[src/rtl/llc_txsched.sv]
// llc_txsched: transmit mailbox scheduler, lowest arbitration key wins.
// Optional LLC_TXSCHED_SINGLESHOT_EN: failed attempts are dropped, not retried.
module llc_txsched #(
  parameter int NMBX = 4,
  parameter int IW   = $clog2(NMBX)
) (
  input  logic               clock,
  input  logic               reset,
  input  logic               initreqr,
  input  logic [NMBX-1:0]    reqset,
  input  logic [NMBX-1:0]    abtset,
  input  logic [29*NMBX-1:0] mbxid,
  input  logic [NMBX-1:0]    mbxext,
  input  logic               load,
  input  logic               sucftranc,
  input  logic               resettra,
  output logic               traregbit,
  output logic [28:0]        txid,
  output logic               txext,
  output logic [IW-1:0]      txidx,
  output logic [NMBX-1:0]    pending,
  output logic               busy,
  output logic [NMBX-1:0]    txdone,
  output logic [NMBX-1:0]    txabrt,
  output logic [NMBX-1:0]    txfail
);

  typedef enum logic [1:0] {
    IDLE,
    SELECT,
    REQ,
    XFER
  } state_t;

  state_t state;
  logic   abtpend;

  logic [28:0] ids [NMBX];
  logic [29:0] key [NMBX];

  always_comb begin
    for (int i = 0; i < NMBX; i++) begin
      ids[i] = mbxid[29*i +: 29];
      key[i] = {ids[i][28:18], mbxext[i],
                mbxext[i] ? ids[i][17:0] : 18'b0};
    end
  end

  // Mailboxes being aborted this cycle do not compete.
  logic [NMBX-1:0] cand;
  logic            win_vld;
  logic [IW-1:0]   win_idx;
  logic [29:0]     win_key;

  assign cand = pending & ~abtset;

  always_comb begin
    win_vld = 1'b0;
    win_idx = '0;
    win_key = '1;
    for (int i = 0; i < NMBX; i++) begin
      if (cand[i] && (!win_vld || key[i] < win_key)) begin
        win_vld = 1'b1;
        win_idx = IW'(i);
        win_key = key[i];
      end
    end
  end

  logic [29:0] selkey;
  logic        preempt;

  assign selkey = {txid[28:18], txext,
                   txext ? txid[17:0] : 18'b0};

  always_comb begin
    preempt = 1'b0;
    for (int i = 0; i < NMBX; i++) begin
      if (pending[i] && IW'(i) != txidx
          && key[i] < selkey)
        preempt = 1'b1;
    end
  end

  logic lock;
  logic sel_abt;

  assign lock    = (state == REQ && load)
                 || state == XFER;
  assign sel_abt = abtset[txidx] && pending[txidx];

  logic [NMBX-1:0] pend_nxt;
  logic [NMBX-1:0] done_nxt;
  logic [NMBX-1:0] abrt_nxt;
`ifdef LLC_TXSCHED_SINGLESHOT_EN
  logic [NMBX-1:0] fail_nxt;
`endif

  always_comb begin
    pend_nxt = pending;
    done_nxt = '0;
    abrt_nxt = '0;
`ifdef LLC_TXSCHED_SINGLESHOT_EN
    fail_nxt = '0;
`endif
    for (int i = 0; i < NMBX; i++) begin
      if (abtset[i]) begin
        if (pending[i] && !(lock && IW'(i) == txidx)) begin
          pend_nxt[i] = 1'b0;
          abrt_nxt[i] = 1'b1;
        end
      end else if (reqset[i]) begin
        pend_nxt[i] = 1'b1;
      end
    end
    if (state == XFER) begin
      if (sucftranc) begin
        pend_nxt[txidx] = 1'b0;
        done_nxt[txidx] = 1'b1;
      end else if (resettra) begin
        if (abtpend || abtset[txidx]) begin
          pend_nxt[txidx] = 1'b0;
          abrt_nxt[txidx] = 1'b1;
        end else begin
`ifdef LLC_TXSCHED_SINGLESHOT_EN
          pend_nxt[txidx] = 1'b0;
          fail_nxt[txidx] = 1'b1;
`endif
        end
      end
    end
  end

  always_ff @(posedge clock or negedge reset) begin
    if (!reset) begin
      state     <= IDLE;
      abtpend   <= 1'b0;
      pending   <= '0;
      traregbit <= 1'b0;
      busy      <= 1'b0;
      txid      <= '0;
      txext     <= 1'b0;
      txidx     <= '0;
      txdone    <= '0;
      txabrt    <= '0;
`ifdef LLC_TXSCHED_SINGLESHOT_EN
      txfail    <= '0;
`endif
    end else if (initreqr) begin
      state     <= IDLE;
      abtpend   <= 1'b0;
      pending   <= '0;
      traregbit <= 1'b0;
      busy      <= 1'b0;
      txid      <= '0;
      txext     <= 1'b0;
      txidx     <= '0;
      txdone    <= '0;
      txabrt    <= '0;
`ifdef LLC_TXSCHED_SINGLESHOT_EN
      txfail    <= '0;
`endif
    end else begin
      pending <= pend_nxt;
      txdone  <= done_nxt;
      txabrt  <= abrt_nxt;
`ifdef LLC_TXSCHED_SINGLESHOT_EN
      txfail  <= fail_nxt;
`endif
      unique case (state)
        IDLE: begin
          if (|pend_nxt)
            state <= SELECT;
        end
        SELECT: begin
          if (win_vld) begin
            txid      <= ids[win_idx];
            txext     <= mbxext[win_idx];
            txidx     <= win_idx;
            traregbit <= 1'b1;
            state     <= REQ;
          end else begin
            state <= IDLE;
          end
        end
        REQ: begin
          if (load) begin
            busy    <= 1'b1;
            abtpend <= sel_abt;
            state   <= XFER;
          end else if (preempt || sel_abt) begin
            traregbit <= 1'b0;
            state     <= SELECT;
          end
        end
        XFER: begin
          if (sucftranc || resettra) begin
            traregbit <= 1'b0;
            busy      <= 1'b0;
            abtpend   <= 1'b0;
            state     <= IDLE;
          end else if (abtset[txidx]) begin
            abtpend <= 1'b1;
          end
        end
        default: state <= IDLE;
      endcase
    end
  end

`ifndef LLC_TXSCHED_SINGLESHOT_EN
  assign txfail = '0;
`endif

endmodule

[config.mk]
export PLATFORM = sky130hd
export DESIGN_NAME = llc_txsched
export DESIGN_NICKNAME = d
export VERILOG_FILES = /design/src/rtl/llc_txsched.sv
export SDC_FILE = /design/constraint.sdc
export NUM_CORES = 1
export LEC_CHECK = 0
export ABC_AREA = 1
export CAP_MARGIN = 0
export CORE_MARGIN = 10
export CORE_UTILIZATION = 50
export DETAILED_ROUTE_END_ITERATION = 10
export PLACE_DENSITY = 0.85
export SETUP_SLACK_MARGIN = 0.1
export SLEW_MARGIN = 10
export SYNTH_ARGS = -nofsm -noshare
export SYNTH_HDL_FRONTEND = slang
export SYNTH_SLANG_ARGS = --single-unit
export TNS_END_PERCENT = 100
[constraint.sdc]
create_clock -name clock -period 10.2 [get_ports clock]
set_clock_uncertainty 0.1 [all_clocks]
set_input_delay 1.53 -clock clock [delete_from_list [all_inputs] [get_ports clock]]
set_output_delay 1.53 -clock clock [all_outputs]
set_load 0.05 [all_outputs]
==> qor.yml <==
maxCapViolCount: 0
hold_violations: 0
yosysWarnings: 0
cts_root_buf: "clkbuf_16"
slowest_stage: "clkdlybuf4s50_1"
antenna_found_initial: 0
synth_cell_types: 41
whs_ns: 0.410
tightest_slew_ns: 1.27
cts_resized: 0
synthTopCellsByArea: "ha_1 (28%), nand2_1 (19%), dfrtp_1 (13%), inv_1 (7.4%), nor2_1 (5.7%)"
groute.usage.overall_pct: 27.5
ys_ff_latch: 49
first_pass_iters: 6
max_freq_mhz: 105
cts_buffer_depth: 2
cts.sink_count: 49
finalSetupViolCount: 0
via_per_inst: 5.77
synth_edf_count: 0
yosysTopAreaCell: "ha_1"
fp.coreArea_mm2: 0.0180
p_total_mw: 0.786
wl_um: 34500
cts_tree: "built"
dp_hpwl_um: 27400
start_util_pct: 51.0
fp.dieH_um: 156
status: "finished clean"
cp_max_fo: 42
cp.arrival_ns: 9.64
ant_nets: 0
gp_congestion: 0.984
rsz0062_at_grt: "false"
finalMaxSlewViolations: 0
synthToLayoutAreaGrowth_pct: 22.5
drt_iter0_markers: 981
ys_seq_area_share_pct: 13.3
drive_above_1_share_pct: 2.41
die_w_um: 156
worst_setup_path_end_kind: "flop"
hp-class: "flop to flop"
power.leakage_nw: 6.12
synth_top_area_share_pct: 27.6
period_minus_slack_ns: 9.54
nNetsFinal: 1957
ios: 184
design_area_mm2: 0.0113
worstPathRequired_ns: 10.30
dieArea_mm2: 0.0242
dp.cells: 1842
io_buffers: 179
crit_top_cell: "nand2_1"
layout_common_cells: "nand2_1 (470), ha_1 (203), inv_1 (182), clkdlybuf4s50_1 (178), nor2_1 (139)"
cts-buffers-inserted: 5
synthCells: 1473
grt_max_degree: 50
fillers: 1713
worstSetupPathType: "input pin to flop"
num_antenna_cells: 0
worstSetupStartpointType: "input pin"
fin_crit_sh_pct: 93.5
hold_buffers: 0
syn_area_per_cell_um2: 6.24
ys.flop_type: "dfrtp_1"
cp_slowest_stage_delay_ns: 1.09
ys_async_sr_fraction_pct: 100
h-tree-depth: 2
vias: 10700
fin_cells: 1850
layout_commonest_cell: "nand2_1"
slew_headroom_pct: 13.5
ir_drop_v: 0.0000690
clk_pin_slew_worst_paths_ns: 0.08
routedWlPerCell_um: 18.6
grt.overflow.total: 0
power_density_mw_per_mm2: 69.8
insertion_delay_ns: 0.31
cts_setup_buffers: 0
grt_pass1_wl_um: 54400
grt_pass1_vias: 10400
drc: 0
syn_area_mm2: 0.00920
fin_setup_tns_ns: 0
place_area_mm2: 0.0111
rows: 49
state kept, by name, indices dropped and copies added, names as in the netlist:
| name | cells |
|---|---|
| traregbit | 1 |
| state | 2 |
| busy | 1 |
| pending | 4 |
| txext | 1 |
| txabrt | 4 |
| txid | 29 |
| txidx | 2 |
| txdone | 4 |
| abtpend | 1 |
area by class of cell:
class | count | area, µm² | area share (%)
inverter | 184 | 691 | 6.13
multi-input combinational | 1192 | 7050 | 62.6
clock buffer | 5 | 125 | 1.11
sequential | 49 | 1230 | 10.9
timing repair buffer | 188 | 1850 | 16.5
clock inverter | 3 | 25.0 | 0.222
tap | 229 | 287 | 2.54
worst max-delay path: cells and delay by family:
family                     cells  cell delay, ns
and+or+nand+nor               24            2.88
buffers and inverters          5            2.18
AOI/OAI and AO/OA             11            2.06
adders and majority gates      3            0.93
path summary, 6_finish.rpt:
check                           startpoint         to  slack [ns]  cells after the start
worst max-delay path             mbxext[0]   txid[16]        0.66                     43
worst min register to register    txid[28]   txid[28]        0.41                      2
worst max register to register  pending[0]   txid[16]        1.91                     44
max in group asynchronous            reset   txid[24]        8.25                      2
worst min-delay path              txid[28]   txid[28]        0.41                      2
min in group asynchronous            reset  txdone[2]        1.26                      2
power breakdown:
group / internal [mW] / total, mW / switching, mW
registers: 0.203 / 0.213 / 0.0103
clock network: 0.0930 / 0.189 / 0.0961
logic: 0.152 / 0.384 / 0.232
layer usage:
layer	part of all wire, %	track usage, %	wire [µm]
met5	0	0	0
met4	4.2	11.5	1460
met3	10	5.60	3570
met2	45	45.3	15700
met1	40	34.1	13800
cell usage after synthesis, drive strengths merged, types with 6 or more instances:
| cell type | number |
|---|---|
| nand3 | 32 |
| clkbuf | 32 |
| inv | 183 |
| a211oi | 13 |
| nor2 | 140 |
| o221a | 6 |
| nand3b | 24 |
| buf | 19 |
| nand4 | 23 |
| nor3 | 13 |
| nand2 | 480 |
| o21ai | 101 |
| o21bai | 8 |
| ha | 203 |
| o21a | 8 |
| dfrtp | 49 |
| a21oi | 104 |
metrics by stage:
step | setup slack (ns) | util, %
6_report | 0.662 | 62.5
5_1_grt | 0.121 | 62.5
4_1_cts | 0.892 | 62.5
3_5_place_dp | 0.621 | 61.6
3_3_place_gp | 0.775 | 61.6
2_1_floorplan | 2.74 | -
cells by family (layout without fill, tap and decap cells):
group                    Yosys count  in the layout  synth area share [%]
AND/OR/NAND/NOR                  720            720                  32.4
other                              1              4                0.0408
flip-flops                        49             49                  13.3
buffers and inverters            235            380                  10.2
AO/OA/AOI/OAI                    265            265                  16.4
adder cells (fa/ha/maj)          203            203                  27.6
No activity file was read; power rests on OpenSTA's default activity.
